File: src/rtl/axi4_lite_slave_mem_responder.sv
`default_nettype none
// ============================================================================
// Module   : axi4_lite_slave_mem_responder
// Brief    : AXI4-Lite slave backed by a small word memory, with configurable
//            per-transaction ready delays on the write and read paths.
// Revision : 1.0
// ============================================================================
module axi4_lite_slave_mem_responder #(
    parameter int                       ADDRESS_WIDTH = 32,
    parameter int                       DATA_WIDTH    = 32,
    parameter int                       DELAY_WIDTH   = 5,
    parameter int                       MEM_DEPTH     = 16,
    parameter logic [ADDRESS_WIDTH-1:0] BASE_ADDR     = '0,
    parameter bit                       SECURE_ONLY   = 1'b0
) (
    input  logic                      aclk,
    input  logic                      aresetn,
    input  logic [ADDRESS_WIDTH-1:0]  awaddr,
    input  logic [2:0]                awprot,
    input  logic                      awvalid,
    output logic                      awready,
    input  logic [DATA_WIDTH-1:0]     wdata,
    input  logic [DATA_WIDTH/8-1:0]   wstrb,
    input  logic                      wvalid,
    output logic                      wready,
    output logic [1:0]                bresp,
    output logic                      bvalid,
    input  logic                      bready,
    input  logic [ADDRESS_WIDTH-1:0]  araddr,
    input  logic [2:0]                arprot,
    input  logic                      arvalid,
    output logic                      arready,
    output logic [DATA_WIDTH-1:0]     rdata,
    output logic [1:0]                rresp,
    output logic                      rvalid,
    input  logic                      rready,
    input  logic [DELAY_WIDTH-1:0]    cfg_write_delay,
    input  logic [DELAY_WIDTH-1:0]    cfg_read_delay
);

    localparam int         c_strb_w      = DATA_WIDTH / 8;
    localparam int         c_idx_w       = $clog2(MEM_DEPTH);
    localparam int         c_tag_lsb     = c_idx_w + 2;
    localparam logic [1:0] c_resp_okay   = 2'b00;
    localparam logic [1:0] c_resp_slverr = 2'b10;
    localparam logic [1:0] c_resp_decerr = 2'b11;

    typedef enum logic [1:0] {
        S_IDLE  = 2'd0,
        S_DELAY = 2'd1,
        S_RESP  = 2'd2
    } state_t;

    // Base is aligned to the window size, so the range test reduces to a tag compare.
    function automatic logic [1:0] f_decode(input logic [ADDRESS_WIDTH-1:0] addr,
                                            input logic                     nonsecure);
        if (addr[ADDRESS_WIDTH-1:c_tag_lsb] != BASE_ADDR[ADDRESS_WIDTH-1:c_tag_lsb])
            return c_resp_decerr;
        else if (addr[1:0] != 2'b00)
            return c_resp_slverr;
        else if (SECURE_ONLY && nonsecure)
            return c_resp_slverr;
        return c_resp_okay;
    endfunction

    logic [DATA_WIDTH-1:0]  r_mem [MEM_DEPTH];

    state_t                 r_wr_state;
    state_t                 w_wr_state_nxt;
    logic [DELAY_WIDTH-1:0] r_wr_cnt;
    logic                   w_wr_load;
    logic                   w_wr_commit;
    logic [1:0]             r_bresp;
    logic [1:0]             w_aw_resp;
    logic [c_idx_w-1:0]     w_aw_idx;

    state_t                 r_rd_state;
    state_t                 w_rd_state_nxt;
    logic [DELAY_WIDTH-1:0] r_rd_cnt;
    logic                   w_rd_load;
    logic                   w_rd_capture;
    logic [1:0]             r_rresp;
    logic [DATA_WIDTH-1:0]  r_rdata;
    logic [1:0]             w_ar_resp;
    logic [c_idx_w-1:0]     w_ar_idx;

    logic                   w_unused;

    assign w_aw_resp = f_decode(awaddr, awprot[1]);
    assign w_ar_resp = f_decode(araddr, arprot[1]);
    assign w_aw_idx  = awaddr[2 +: c_idx_w];
    assign w_ar_idx  = araddr[2 +: c_idx_w];
    assign w_unused  = ^{awprot[2], awprot[0], arprot[2], arprot[0]};

    assign bresp = r_bresp;
    assign rresp = r_rresp;
    assign rdata = r_rdata;

    // ------------------------------------------------------------------ write
    always_ff @(posedge aclk or negedge aresetn) begin
        if (!aresetn)
            r_wr_state <= S_IDLE;
        else
            r_wr_state <= w_wr_state_nxt;
    end

    always_comb begin
        w_wr_state_nxt = r_wr_state;
        awready        = 1'b0;
        wready         = 1'b0;
        bvalid         = 1'b0;
        w_wr_load      = 1'b0;
        w_wr_commit    = 1'b0;
        case (r_wr_state)
            S_IDLE: begin
                if (awvalid && wvalid) begin
                    w_wr_load      = 1'b1;
                    w_wr_state_nxt = S_DELAY;
                end
            end
            S_DELAY: begin
                if (r_wr_cnt == '0) begin
                    awready = 1'b1;
                    wready  = 1'b1;
                    if (awvalid && wvalid) begin
                        w_wr_commit    = 1'b1;
                        w_wr_state_nxt = S_RESP;
                    end
                end
            end
            S_RESP: begin
                bvalid = 1'b1;
                if (bready)
                    w_wr_state_nxt = S_IDLE;
            end
            default: w_wr_state_nxt = S_IDLE;
        endcase
    end

    always_ff @(posedge aclk or negedge aresetn) begin
        if (!aresetn) begin
            r_wr_cnt <= '0;
            r_bresp  <= c_resp_okay;
        end else begin
            if (w_wr_load)
                r_wr_cnt <= cfg_write_delay;
            else if (r_wr_state == S_DELAY && r_wr_cnt != '0)
                r_wr_cnt <= r_wr_cnt - 1'b1;
            if (w_wr_commit)
                r_bresp <= w_aw_resp;
        end
    end

    // Nonblocking update keeps a same-edge read capture on the old contents.
    always_ff @(posedge aclk or negedge aresetn) begin
        if (!aresetn) begin
            for (int i = 0; i < MEM_DEPTH; i++)
                r_mem[i] <= '0;
        end else if (w_wr_commit && w_aw_resp == c_resp_okay) begin
            for (int b = 0; b < c_strb_w; b++)
                if (wstrb[b])
                    r_mem[w_aw_idx][8*b +: 8] <= wdata[8*b +: 8];
        end
    end

    // ------------------------------------------------------------------- read
    always_ff @(posedge aclk or negedge aresetn) begin
        if (!aresetn)
            r_rd_state <= S_IDLE;
        else
            r_rd_state <= w_rd_state_nxt;
    end

    always_comb begin
        w_rd_state_nxt = r_rd_state;
        arready        = 1'b0;
        rvalid         = 1'b0;
        w_rd_load      = 1'b0;
        w_rd_capture   = 1'b0;
        case (r_rd_state)
            S_IDLE: begin
                if (arvalid) begin
                    w_rd_load      = 1'b1;
                    w_rd_state_nxt = S_DELAY;
                end
            end
            S_DELAY: begin
                if (r_rd_cnt == '0) begin
                    arready = 1'b1;
                    if (arvalid) begin
                        w_rd_capture   = 1'b1;
                        w_rd_state_nxt = S_RESP;
                    end
                end
            end
            S_RESP: begin
                rvalid = 1'b1;
                if (rready)
                    w_rd_state_nxt = S_IDLE;
            end
            default: w_rd_state_nxt = S_IDLE;
        endcase
    end

    always_ff @(posedge aclk or negedge aresetn) begin
        if (!aresetn) begin
            r_rd_cnt <= '0;
            r_rresp  <= c_resp_okay;
            r_rdata  <= '0;
        end else begin
            if (w_rd_load)
                r_rd_cnt <= cfg_read_delay;
            else if (r_rd_state == S_DELAY && r_rd_cnt != '0)
                r_rd_cnt <= r_rd_cnt - 1'b1;
            if (w_rd_capture) begin
                r_rresp <= w_ar_resp;
                r_rdata <= (w_ar_resp == c_resp_okay) ? r_mem[w_ar_idx] : '0;
            end
        end
    end

endmodule
`default_nettype wire

File: config.mk
export PLATFORM = sky130hd
export DESIGN_NAME = axi4_lite_slave_mem_responder
export DESIGN_NICKNAME = d
export VERILOG_FILES = /design/src/rtl/axi4_lite_slave_mem_responder.sv
export SDC_FILE = /design/constraint.sdc
export NUM_CORES = 1
export LEC_CHECK = 0
export BUFFER_PORTS_ARGS = -buffer_cell sky130_fd_sc_hd__buf_4
export CAP_MARGIN = 30
export CORE_ASPECT_RATIO = 1.2
export CORE_MARGIN = 2
export CORE_UTILIZATION = 35
export DETAILED_ROUTE_END_ITERATION = 10
export GPL_ROUTABILITY_DRIVEN = 0
export PLACE_DENSITY_LB_ADDON = 0.3
export SYNTH_ARGS = -nofsm -noshare
export SYNTH_HDL_FRONTEND = slang
export SYNTH_SLANG_ARGS = --single-unit
File: constraint.sdc
create_clock -name aclk -period 6 [get_ports aclk]
set_input_delay 0.9 -clock aclk [delete_from_list [all_inputs] [get_ports aclk]]
set_output_delay 0.9 -clock aclk [all_outputs]
set_load 0.005 [all_outputs]
## Word level (Yosys, flattened, before mapping)

Cells that the tools add are included.

- Order comparisons: 3
- Equality and inequality tests: 12
- Reduce and logical (&&, ||, !) cells: 21
- $add $sub $neg: 2
- Mux-type cells: 61
- Bitwise logic cells: 2

Operators by type and width:

| operator | count |
|---|---|
| $mux 512 | 7 |
| $bwmux 512 | 4 |
| $demux 32 s4 | 4 |
| $bmux 32 s4 | 1 |
| $mux 32 | 4 |
| $reduce_bool 26->1 | 2 |
| $mux 2 | 14 |
| $mux 24 | 1 |
| $mux 5 | 4 |
| $mux 1 | 18 |
| $mux 16 | 1 |
| $ne 2x2->1 const B | 8 |
| $pmux 2 s3 | 2 |
| $ge 5x5->1 const B | 2 |
| $logic_not 5->1 | 2 |
| $not 4->5 | 2 |
| $reduce_bool 5->1 | 2 |
| $sub 5x1->5 const B | 2 |
| $logic_not 2->1 | 4 |
| $mux 8 | 1 |
| $reduce_and 4->1 | 2 |
| $reduce_bool 2->1 | 4 |
| $logic_and 1x1->1 | 5 |
| $lt 5x1->1 const B | 1 |
| other kinds (2) | 4 |

- Bits of input ports: 123
- Word-level logic and storage cells: 124
- Bits in registers: 562
- Output and inout port bits: 41

## Logic depth before layout (Yosys ltp)

- Word-level depth: 16
- Mapped depth: 9
- Gate-level depth less buffers: 7

## Worst setup path after synthesis

Ideal clock, no wire load.

- Kind: input to register
- Start: input port araddr[2]
- End: register r_rdata[30], in the netlist rdata[30]
- Path buffers: 2
- Setup slack: 3344 ps
- Stages on the path: 6
- Library setup time: 122 ps
- Data required time: 5878 ps
- Data arrival time: 2535 ps
- Cells stage by stage: buf_2 -> buf_1 -> mux4_2 -> nand2_1 -> nand3_1 -> a32o_1

- Longest elaborated chain between the ends: 5

RTL lines:

| what | RTL line | text |
|---|---|---|
| start: declaration | 29 | `input logic [ADDRESS_WIDTH-1:0] araddr,` |
| $not 4->5 (not written as such) | 217 | `r_rdata <= (w_ar_resp == c_resp_okay) ? r_mem[w_ar_idx] : '0;` |
| $bmux 32 s4 | 217 |  |
| $mux 32 (not written as such) (2 in series) | 217 |  |
| $mux 32 | 217 |  |
| end signal: assignment | 217 |  |
| end: declaration | 83 | `logic [DATA_WIDTH-1:0] r_rdata;` |

Every way passes these cells. The select of a mux whose other input is x is not followed.
A chain may end at the register's enable or synchronous reset.

## Final worst setup path

- Start: register r_wr_cnt[0]
- End: register r_mem[70] in the netlist's numbering

- Longest elaborated chain between the ends: 4

RTL lines:

| what | RTL line | text |
|---|---|---|
| start: declaration | 70 | `logic [DELAY_WIDTH-1:0] r_wr_cnt;` |
| start signal: assignment | 146 | `r_wr_cnt <= cfg_write_delay;` |
| start signal: assignment | 148 | `r_wr_cnt <= r_wr_cnt - 1'b1;` |
| $logic_not 5->1 | 122 | `if (r_wr_cnt == '0) begin` |
| $mux 1 | 122 |  |
| $mux 1 | 114 | `case (r_wr_state)` |
| $logic_and 1x1->1 | 159 | `end else if (w_wr_commit && w_aw_resp == c_resp_okay) begin` |
| end signal: indexed assignment | 162 | `r_mem[w_aw_idx][8*b +: 8] <= wdata[8*b +: 8];` |
| end: declaration | 66 | `logic [DATA_WIDTH-1:0] r_mem [MEM_DEPTH];` |

Every way passes these cells.

==> summary.txt <==
Worst setup path
  • CP Capture Type: register
  • Crit path kind: register to register
  • Worst EP required: 6.48 ns
  • Worst Setup SP: r_wr_cnt[0]
  • CP Depth: 10
  • Worst EP arrival: 3.67 ns
  • CP Max Fanout: 15
  • Crit path buffers/inverters: 4
  • Most used cell, CP: buf_4
  • CP startpoint kind: register
  • FF-to-FF Start: r_wr_cnt[0]
  • Crit path max-delay cell type: dfrtp_1
  • Crit-path leading delay family: simple AND/OR/NAND/NOR gates
  • Reg2Reg Depth: 10
  • CP peak stage delay: 0.41 ns
  • Cells along the critical path: inv_1, ha_1, nor4b_4, nand4_1, nor3_4, clkbuf_16, buf_4, buf_4, nand3_4, mux2_1

Route
  • ANT nets after route: 0
  • Vias: 15,800
  • DRC viols: 0
  • Routed vias/inst: 5.34
  • Drt total wl: 67,300 um
  • Drt wl/cell: 22.7 um
  • DR iter-0 viols: 918
  • Detailed-router iteration count before antenna repair: 7

Power
  • Sw power: 1.96 mW
  • Gate power share: 0.077
  • Lkg Pwr: 14.9 nW
  • Pwr dens: 269 nW/um^2
  • Sw frac: 0.240
  • Int Pwr: 6.21 mW
  • Reg power frac: 0.477
  • Clock share of power: 0.446
  • Max VDD drop: 191 uV

Floorplanning
  • Row count: 109
  • IO Pins: 164
  • Core Area: 73,900 um^2
  • Die width: 254 um
  • Initial Util: 0.355
  • Chip Height: 304 um
  • Die area: 77,100 um^2

Synth
  • YS warnings: 0
  • Mean Syn Cell Area: 14.7 um^2
  • Cell variety after synth: 46
  • Post-synth top area share: 0.537
  • Post-synth net total: 1,909
  • Register bit total from synthesis: 562
  • Mapped Area: 26,200 um^2
  • Area leader, netlist: dfrtp_1
  • Synth area leaders: dfrtp_1 54%, mux2_1 16%, mux2_2 6.1%, mux4_2 5.7%, mux2i_1 4.7%
  • Seq/Total Area, Yosys: 0.537
  • Cell count after synthesis: 1,784

Placement
  • Dpl hpwl: 41,900 um
  • Area post-placement: 28,400 um^2
  • Buffers added on ports: 157

Clock network
  • Post-CTS Hold Buffers: 0
  • Max Buffers Root-to-Sink: 3
  • Clk Latency, worst-skew pair: 0.60 ns
  • Clock Sink Count: 562
  • CTS clk-pin slew, worst paths: 0.06 ns
  • CTS tree: yes
  • Post-CTS sizing: 0
  • Post-CTS Setup Inserts: 0
  • Number of buffers created by CTS: 59
  • CTS H-tree lvls: 2
  • Root buffer cell: clkbuf_16

Layout
  • Post-layout nets: 2,047
  • Commonest non-fill, non-tap cell in the layout: dfrtp_1
  • Share of cells above drive strength 1: 0.293
  • Multi-input gate area: 11,600 um^2
  • Synth-to-layout area growth: 15.9%
  • Inserted Diodes: 0
  • FILL cells: 6,908
  • Register area: 14,100 um^2
  • Post-layout instance area: 30,400 um^2
  • Commonest cells after routing, fill and taps aside: 562 x dfrtp_1, 372 x mux2_1, 181 x buf_4, 142 x mux2_2, 124 x mux2i_1

Global route
  • Initial antenna violation count: 5
  • Vias in the first global route: 17,100
  • Total gr overflow: 0
  • First-pass GRT wire length: 104,000 um
  • Largest net degree at the start of global routing: 165
  • Gr usage total: 0.176

STA
  • Setup Skew: 0.00926 ns
  • Final Hold Viols: 0
  • Setup TNS: 0 ns
  • Peak Freq: 313 MHz
  • Actual slew at the worst max-slew pin: 1.09 ns
  • Max_slew headroom: 0.271
  • Final Slew Violations: 0
  • Setup-failing EPs final: 0
  • Final period utilization: 0.532
  • RSZ-0062 raised after global routing: no
  • Shortest period the worst path allows: 3.19 ns

Job
  • Maxcap violations: 0

Worst hold path
  • Hold WC Path Type: primary input to async pin

Status
  • Outcome: finished, final reports clean
==> power groups by stage <==
stage	clock network (mW)	logic, mW	registers [mW]
finish	3.65	0.629	3.90
global route	3.90	0.703	3.90
CTS	3.76	0.645	3.90
detailed placement	0	0.643	3.96
global placement	0	0.624	3.96
floorplan	0	0.348	3.95
==> synthesized netlist by cell type (all sizes together) <==
cell type,count
dfrtp,562
mux2,514
mux2i,124
nand3,82
clkbuf,70
mux4,66
o21ai,44
buf,43
nor2,36
a22o,31
o22ai,31
a21oi,21
nand2,21
a211oi,17
o211ai,16
o221a,15
o221ai,15
nor4,14
inv,10
nor3,9
nand2b,8
and2,7
nor2b,6
nand4,3
xnor2,3
xor2,3
ha,2
nor4b,2
a21o,1
a2bb2oi,1
a32o,1
nand3b,1
nor3b,1
o211a,1
o31ai,1
or2,1
or3b,1
==> flip-flops by register name (all words and copies together), names as in the netlist <==
signal and flops:
r_mem 512, rdata 32, r_rd_cnt 5, r_wr_cnt 5, bresp 2, r_rd_state 2
r_wr_state 2, rresp 2
==> path summary, 6_finish.rpt <==
kind | slack [ns] | endpoint
worst min-delay path | 0.39 | r_mem[177]
worst min register to register | 0.48 | r_rd_state[0]
worst max-delay path | 2.81 | r_mem[70]
max in group asynchronous | 4.05 | r_mem[170]
worst max register to register | 2.81 | r_mem[70]
min in group aclk | 0.47 | r_rd_state[1]
==> kinds of logic (layout without fill, tap and decap cells) <==
logic type / after synthesis / after routing / share of synthesized area
fa+ha+maj: 2 / 2 / 0.000955
buf+inv: 123 / 303 / 0.0219
xor+xnor: 6 / 6 / 0.00201
flops: 562 / 562 / 0.537
mux: 704 / 704 / 0.325
simple gates: 192 / 192 / 0.0609
compound gates: 195 / 195 / 0.0528
==> metal layers <==
metal / track usage / part of all wire / vias to the layer above
li1: - / - / 6986
met1: 0.225 / 0.43 / 8410
met2: 0.305 / 0.51 / 308
met3: 0.0299 / 0.041 / 113
met4: 0.0521 / 0.027 / 8
met5: 0 / 0.00071 / -
==> cell type report <==
cell class	instances	share of cell area
sequential	562	0.463
multi-input combinational	1099	0.381
clock buffer	82	0.0571
timing repair buffer	190	0.0497
tap	999	0.0412
clock inverter	21	0.00643
inverter	10	0.00124
==> per-stage QoR <==
step                      total power [mW]  instances  hold WS [ns]  setup slack [ns]   util
final                                 8.17       2963         0.390              2.81  0.411
after global routing                  8.51       2963         0.457              2.64  0.411
after CTS                             8.30       2961         0.425              2.23  0.410
after detailed placement              4.61       2858         0.473              1.97  0.384
after global placement                4.59       2857         0.454              2.03  0.384
after floorplan                       4.30       1784         0.448              3.34      -
Power figures use the tool's default switching activity.
